===== config.mk =====
export PLATFORM = sky130hd
export DESIGN_NAME = fft4_twiddle_stage_ctrl
export DESIGN_NICKNAME = d
export VERILOG_FILES = /design/src/rtl/fft4_twiddle_stage_ctrl.sv
export SDC_FILE = /design/constraint.sdc
export NUM_CORES = 1
export LEC_CHECK = 0
export BUFFER_PORTS_ARGS = -buffer_cell sky130_fd_sc_hd__buf_2
export CAP_MARGIN = 20
export CELL_PAD_IN_SITES_DETAIL_PLACEMENT = 0
export CELL_PAD_IN_SITES_GLOBAL_PLACEMENT = 2
export CORE_ASPECT_RATIO = 1.25
export CORE_MARGIN = 3
export CORE_UTILIZATION = 25
export DETAILED_ROUTE_END_ITERATION = 10
export GPL_TIMING_DRIVEN = 0
export PLACE_DENSITY = 0.69
export SLEW_MARGIN = 5
export SYNTH_ARGS = -nofsm -noshare
export SYNTH_HDL_FRONTEND = slang
export SYNTH_SLANG_ARGS = --single-unit

===== constraint.sdc =====
create_clock -name clk -period 2.74 [get_ports clk]
set_clock_uncertainty 0.1 [all_clocks]
set_input_delay 0.822 -clock clk [delete_from_list [all_inputs] [get_ports clk]]
set_output_delay 0.822 -clock clk [all_outputs]
set_load 0.02 [all_outputs]

===== src/rtl/fft4_twiddle_stage_ctrl.sv =====
// Radix-4 twiddle-multiply stage sequencer: walks group labels per frame,
// issues buffer reads and aligned datapath valid/label, meters issue against
// output-FIFO credits, tracks in-flight groups and checks result order.
module fft4_twiddle_stage_ctrl #(
    parameter int unsigned LABEL_W  = 11,
    parameter int unsigned RD_LAT   = 1,
    parameter int unsigned PIPE_LAT = 6,
    parameter int unsigned CREDITS  = 16
) (
    input  logic               clk,
    input  logic               rst_n,
    input  logic               start,
    input  logic               abort,
    input  logic [LABEL_W-1:0] frame_len,
    output logic               rd_en,
    output logic [LABEL_W-1:0] rd_addr,
    output logic               dp_valid,
    output logic [LABEL_W-1:0] dp_lable,
    input  logic               dp_ready,
    input  logic [LABEL_W-1:0] dp_index,
    output logic               out_wr_en,
    input  logic               out_pop,
    output logic               busy,
    output logic               done,
    output logic               seq_err,
    output logic               start_err
);

    localparam int unsigned CNT_W = $clog2(CREDITS) + 1;
    localparam logic [CNT_W-1:0] CREDITS_MAX = CNT_W'(CREDITS);

    // The FIFO must be deep enough to cover a full read + datapath round trip.
    if ((CREDITS < PIPE_LAT + RD_LAT) || (RD_LAT < 1) || (RD_LAT > 4)) begin : g_cfg_check
        $error("fft4_twiddle_stage_ctrl: illegal RD_LAT/PIPE_LAT/CREDITS combination");
    end

    typedef enum logic [2:0] {
        S_IDLE,
        S_ISSUE,
        S_DRAIN,
        S_DONE,
        S_FLUSH
    } state_e;

    state_e             state_q, state_d;
    logic [LABEL_W-1:0] cnt_q, cnt_d;
    logic [LABEL_W-1:0] flen_q, flen_d;
    logic [LABEL_W-1:0] exp_q, exp_d;
    logic [CNT_W-1:0]   credits_q, credits_d;
    logic [CNT_W-1:0]   inflight_q, inflight_d;
    logic               seq_err_q, seq_err_d;
    logic               accept;
    logic               vpipe_q [RD_LAT];
    logic [LABEL_W-1:0] lpipe_q [RD_LAT];

    assign rd_en     = (state_q == S_ISSUE) && (credits_q != '0);
    assign rd_addr   = cnt_q;
    assign dp_valid  = vpipe_q[RD_LAT-1];
    assign dp_lable  = lpipe_q[RD_LAT-1];
    assign out_wr_en = dp_ready && (state_q != S_IDLE);
    assign busy      = (state_q == S_ISSUE) || (state_q == S_DRAIN) || (state_q == S_FLUSH);
    assign done      = (state_q == S_DONE);
    assign seq_err   = seq_err_q;
    assign start_err = start && (state_q != S_IDLE);

    // In-flight and credit counters; simultaneous inc/dec leaves both unchanged.
    always_comb begin
        inflight_d = inflight_q;
        credits_d  = credits_q;
        case ({rd_en, dp_ready})
            2'b10:   inflight_d = inflight_q + 1'b1;
            2'b01:   if (inflight_q != '0) inflight_d = inflight_q - 1'b1;
            default: inflight_d = inflight_q;
        endcase
        case ({rd_en, out_pop})
            2'b10:   credits_d = credits_q - 1'b1;
            2'b01:   if (credits_q < CREDITS_MAX) credits_d = credits_q + 1'b1;
            default: credits_d = credits_q;
        endcase
    end

    // FSM next state, label counter, expected-index tracker and sticky order error.
    always_comb begin
        state_d   = state_q;
        cnt_d     = cnt_q;
        flen_d    = flen_q;
        exp_d     = exp_q;
        seq_err_d = seq_err_q;
        accept    = 1'b0;

        case (state_q)
            S_IDLE: begin
                if (start) begin
                    accept  = 1'b1;
                    state_d = S_ISSUE;
                end
            end
            S_ISSUE: begin
                if (abort) begin
                    state_d = S_FLUSH;
                end else if (rd_en && (cnt_q == flen_q)) begin
                    state_d = S_DRAIN;
                end
            end
            S_DRAIN: begin
                if (abort) begin
                    state_d = S_FLUSH;
                end else if (inflight_d == '0) begin
                    state_d = S_DONE;
                end
            end
            S_DONE: state_d = S_IDLE;
            S_FLUSH: begin
                if (inflight_d == '0) begin
                    state_d = S_IDLE;
                end
            end
            default: state_d = S_IDLE;
        endcase

        if (accept) begin
            cnt_d  = '0;
            flen_d = frame_len;
        end else if (rd_en) begin
            cnt_d = cnt_q + 1'b1;
        end

        if (accept) begin
            exp_d     = '0;
            seq_err_d = 1'b0;
        end else if (dp_ready) begin
            exp_d = exp_q + 1'b1;
            if ((state_q == S_IDLE) || (dp_index != exp_q) || (inflight_q == '0)) begin
                seq_err_d = 1'b1;
            end
        end
    end

    // Control state registers.
    always_ff @(posedge clk or negedge rst_n) begin
        if (!rst_n) begin
            state_q    <= S_IDLE;
            cnt_q      <= '0;
            flen_q     <= '0;
            exp_q      <= '0;
            credits_q  <= CREDITS_MAX;
            inflight_q <= '0;
            seq_err_q  <= 1'b0;
        end else begin
            state_q    <= state_d;
            cnt_q      <= cnt_d;
            flen_q     <= flen_d;
            exp_q      <= exp_d;
            credits_q  <= credits_d;
            inflight_q <= inflight_d;
            seq_err_q  <= seq_err_d;
        end
    end

    // Read-latency alignment shift of rd_en/rd_addr; never killed by abort.
    always_ff @(posedge clk or negedge rst_n) begin
        if (!rst_n) begin
            for (int unsigned i = 0; i < RD_LAT; i++) begin
                vpipe_q[i] <= 1'b0;
                lpipe_q[i] <= '0;
            end
        end else begin
            vpipe_q[0] <= rd_en;
            lpipe_q[0] <= rd_addr;
            for (int unsigned i = 1; i < RD_LAT; i++) begin
                vpipe_q[i] <= vpipe_q[i-1];
                lpipe_q[i] <= lpipe_q[i-1];
            end
        end
    end

endmodule


# After elaboration in Yosys (flattened, before gate mapping)
# Cells that the tools add are included.
[totals] register_bits=59
[op_classes] order_cmp=1 add_sub_neg=6 n_mux=20 n_eq_ne=15 n_reduce_logical=21
[ops] op="$mux W11" count=4
[ops] op="$add A11 B1 Y11 const B" count=2
[ops] op="$pmux W5 S2" count=2
[ops] op="$mux W3" count=6
[ops] op="$pmux W3 S4" count=1
[ops] op="$eq A11 B11 Y1" count=1
[ops] op="$ne A11 B11 Y1" count=1
[ops] op="$add A5 B1 Y5 const B" count=2
[ops] op="$logic_not A5 Y1" count=2
[ops] op="$mux W5" count=2
[ops] op="$reduce_bool A5 Y1" count=2
[ops] op="$sub A5 B1 Y5 const B" count=2
[ops] op="$reduce_bool A2 Y1" count=4
[ops] op="$eq A3 B2 Y1 const B" count=2
[ops] op="$ne A3 B2 Y1 const B" count=2
[ops] op="$lt A5 B5 Y1 const B" count=1
[ops] op="$mux W1" count=5
[ops] op="$eq A2 B1 Y1 const B" count=2
[ops] op="$eq A2 B2 Y1 const B" count=2
[ops] op="$logic_and A1 B1 Y1" count=4
[ops] op="$logic_or A1 B1 Y1" count=4
[ops] op="$ne A2 B2 Y1 const B" count=2
[ops] op="$reduce_and A2 Y1" count=2
[ops] op="$reduce_and A4 Y1" count=1
[ops] op="5 further kinds" count=5

# Longest topological paths before layout
[logic_depth] depth_word=8 ltp_mapped=12 mapped_depth_nobuf=12

# Worst setup path before layout
# Ideal clock, no wire load.
[synth_timing] path_kind="input port to flip-flop" start="input dp_ready" end="register state_q[0]" cell_stages=8 setup_ps=66 slack_ps=349 arrival_time_ps=2225 path_cell_list="clkbuf_1 > inv_1 > ha_1 > a21o_1 > a21oi_1 > o311ai_0 > nor4_1 > o31a_1"
[synth_via] elab_chain_len=5 word_cells_on_any_way=7 classes_between="4 x eq/ne; 1 x mux; 2 x reduce/logical"
[synth_lines] item="start: declaration" line="19" source="input logic dp_ready,"
[synth_lines] item="$eq A2 B1 Y1 or $eq A2 B2 Y1 (tied branches)" line="70" source="case ({rd_en, dp_ready})"
[synth_lines] item="$pmux W5 S2 (*)" line="70"
[synth_lines] item="$logic_not A5 Y1 (*)" line="108, 114"
[synth_lines] item="$ne A3 B2 Y1 (no source line) or $ne A2 B1 Y1 (tied branches)"
[synth_lines] item="$reduce_and A4 Y1 (no source line) (*)"
[synth_lines] item="end signal: assignment" line="150" source="state_q <= state_d;"
[synth_lines] item="end: declaration" line="45" source="state_e state_q, state_d;"
# Mark *: on every way between the ends. The rest lies on a longest branch, timed or not.
# A chain may end at the register's enable or synchronous reset.

# Worst setup path in the final report
[layout_timing] start="input dp_ready" end="output out_wr_en"
[layout_via] elab_chain_len=1
[layout_lines] item="$logic_and A1 B1 Y1" line="60" source="assign out_wr_en = dp_ready && (state_q != S_IDLE);"
[layout_lines] item="end: declaration" line="21" source="output logic out_wr_en,"
# No other way between the ends.

==> flow_metrics.py <==
metrics = {
    "run_status": {
        "status": "finished clean",
    },
    "global_routing": {
        "grt_pass1_vias": 2277,
        "grt_max_degree": 60,
        "overflow": 0,
        "grt_pass1_wl_um": 11500,
        "grt_use_total_pct": 10.8,
        "antenna_found_initial": 0,
    },
    "setup_path": {
        "r2r-end": "state_q[0]",
        "crit_path_start": "dp_ready",
        "cp-start-kind": "input pin",
        "crit_fanout": 7,
        "end_kind": "primary output",
        "critPathKind": "input pin to primary output",
        "crit_arrival_ps": 1650,
        "reg2reg_from": "credits_q[4]",
        "worstPathRequired_ps": 1820,
        "ff2ff_setup_slack_ps": 250,
        "rr_worst_depth": 11,
    },
    "power_and_ir_drop": {
        "power.density_nw_per_um2": 961,
        "cellLeakagePower_nw": 1.87,
        "vdd_drop_max_uv": 387,
    },
    "job": {
        "maxCapViolations": 0,
    },
    "timing": {
        "hold_viol_final": 0,
        "slew_headroom_pct": 47.9,
        "worst_slack_ps": 173,
        "timing.fmax_mhz": 389,
        "finalSetupTns_ps": 0,
        "rsz0062_at_grt": "no",
        "hold_slack_ps": 370,
        "period_needed_ps": 2570,
        "worst_pin_slew_ps": 781,
        "slew_viol_final": 0,
        "setup-violations-final": 0,
        "finalCritPeriodShare_pct": 93.7,
    },
    "place": {
        "hpwl_um": 5210,
        "gp_congestion": 0.790,
        "io_buffers": 56,
        "pre_cts_slack_ps": -312,
    },
    "yosys": {
        "synth_edf_count": 0,
        "async_flop_share_pct": 100,
        "ys_warn_count": 0,
        "synth_seq_cells": 59,
        "netlist_instances": 293,
        "synth.avg_cell_area_um2": 10.6,
        "syn-num-nets": 331,
        "seq_area_frac_synth_pct": 47.6,
        "synth_flop_cell": "dfrtp_1",
        "synth_cell_types": 48,
        "synth_area_um2": 3100,
    },
    "floorplanning": {
        "dieWidth_um": 106,
        "dieHeight_um": 131,
        "start_util_pct": 26.1,
        "io_pins": 57,
        "core_um2": 11900,
        "rows": 44,
        "dieArea_um2": 13800,
    },
    "drt": {
        "drtIter0Drc": 81,
        "viasPerCell": 4.43,
        "dr.pass1.iters": 4,
        "vias": 2324,
        "drc": 0,
        "ant_nets": 0,
        "routedWlPerCell_um": 13.5,
        "drt_wl_total_um": 7080,
    },
    "clock_tree": {
        "cts_buffers": 9,
        "hold_buffers": 0,
        "cts_buffer_depth": 2,
        "cts.sinks": 59,
        "clk_pin_slew_ps": 50,
        "root_buffer": "clkbuf_16",
        "cts_tree": "done",
        "clk_latency_ps": 320,
        "htreeDepth": 3,
    },
    "final_layout": {
        "drive_gt1_share_pct": 29.1,
        "fin_nets": 398,
        "synthToLayoutAreaGrowth_pct": 24.5,
        "n_antenna_cell": 0,
    },
    "hold_path": {
        "min_from": "rd_addr[10]",
        "hold_end": "dp_lable[10]",
        "min_path_cells": 0,
        "hold_class": "flop to flop",
    },
}
## cells by family (layout without fill, tap and decap cells)
logic type | after synthesis | after routing | synth area share [%]
fa+ha+maj | 10 | 10 | 4.28
mux | 17 | 17 | 6.09
simple gates | 92 | 92 | 16.8
compound gates | 43 | 43 | 8.51
xor+xnor | 41 | 41 | 11.6
flops | 59 | 59 | 47.6
buf+inv | 31 | 102 | 5.08
## through the flow
| step | instances | cell area, um^2 | util [%] | power (mW) |
|---|---|---|---|---|
| global route | 525 | 3860 | 32.5 | 4.00 |
| global placement | 510 | 3580 | 30.1 | 2.69 |
| floorplan | 293 | 3100 | - | 2.34 |
| finish | 525 | 3860 | 32.5 | 3.71 |
| detailed placement | 510 | 3590 | 30.2 | 2.72 |
| CTS | 525 | 3860 | 32.4 | 3.79 |
## final cells by class
class | count | area (um^2)
Inverter | 20 | 80.1
Clock buffer | 12 | 246
Clock inverter | 3 | 15.0
Fill cell | 1282 | 8030
Sequential cell | 59 | 1480
Multi-Input combinational cell | 203 | 1480
Buffer | 10 | 73.8
Timing Repair Buffer | 57 | 290
Tap cell | 161 | 201
## registers in the layout, summed over array words and instances (netlist names)
register    flops
dp_lable       11
exp_q          11
flen_q         11
rd_addr        11
credits_q       5
inflight_q      5
state_q         3
dp_valid        1
seq_err         1
## cells in the final DEF, fill, tap and decap left out, types with 2 or more instances in the layout
| cell type | n |
|---|---|
| dfrtp_1 | 58 |
| buf_2 | 57 |
| xor2_1 | 30 |
| nor2_1 | 27 |
| inv_1 | 19 |
| a21oi_1 | 17 |
| nand2_1 | 15 |
| mux2_2 | 15 |
| xnor2_1 | 11 |
| o21ai_0 | 9 |
| clkbuf_16 | 9 |
| nor3_1 | 8 |
| buf_4 | 7 |
| or3_1 | 7 |
| ha_1 | 7 |
| nand2b_1 | 5 |
| nand4_1 | 5 |
| nor4_1 | 5 |
| nand3_1 | 4 |
| clkbuf_1 | 3 |
| a21o_1 | 3 |
| and3_1 | 3 |
| clkinv_2 | 3 |
| buf_6 | 2 |
| nor4b_1 | 2 |
| o31ai_1 | 2 |
| mux2i_1 | 2 |
| o21a_1 | 2 |
| ha_2 | 2 |
## report_power, final
group          total (mW)  internal, mW  switching [mW]
clock                1.00         0.626           0.376
sequential           1.28          1.10           0.181
combinational        1.43         0.651           0.777
## how the worst max path moves through the flow
stage                            end  slack (ps)  cells past startpoint
after floorplan           state_q[0]         350                      8
after global placement    state_q[0]        -340                     10
after detailed placement  state_q[0]        -310                     10
after CTS                 state_q[0]          30                     10
after global routing      state_q[0]          40                     10
final                      out_wr_en         170                      5
## critical path, cell delays in order
cell and delay [ps]:
buf_2 90, clkbuf_1 290, inv_1 130, nor2_1 140
buf_2 180
## repair_timing
item	in CTS	in global routing
pin swaps	1	1
resized for setup	1	3
endpoints found under the setup margin	4	2
buffers inserted	1	0
## routing by layer
layer  wire length (um)  global-route usage [%]  vias to the layer above
met5                  0                       0                        -
met4                106                    4.57                        0
met1               3220                    13.1                     1135
met3                301                    3.24                        8
li1                   -                       -                     1140
met2               3450                    18.0                       41
## synthesized netlist by cell type (2+ instances only)
cell type  instances  area (um^2)
clkbuf_1           2         7.51
xor2_1            30          263
buf_2              2         10.0
nand2b_1           5         31.3
dfrtp_1           58         1450
nor4b_1            2         17.5
nand3_1            4         20.0
or3_1              7         43.8
o21ai_0           10         50.1
nand4_1            5         31.3
o31ai_1            2         15.0
xnor2_1           11         96.3
mux2i_1            2         20.0
mux2_2            15          169
nand2_1           15         56.3
ha_1               9          113
nor3_1             9         45.0
a21o_1             3         22.5
o21a_1             2         15.0
a21oi_1           17         85.1
nor2_1            27          101
nor4_1             5         31.3
inv_1             19         71.3
buf_4              5         37.5
and3_1             3         18.8
buf_6              2         22.5
(Power assumes the default switching activity.)
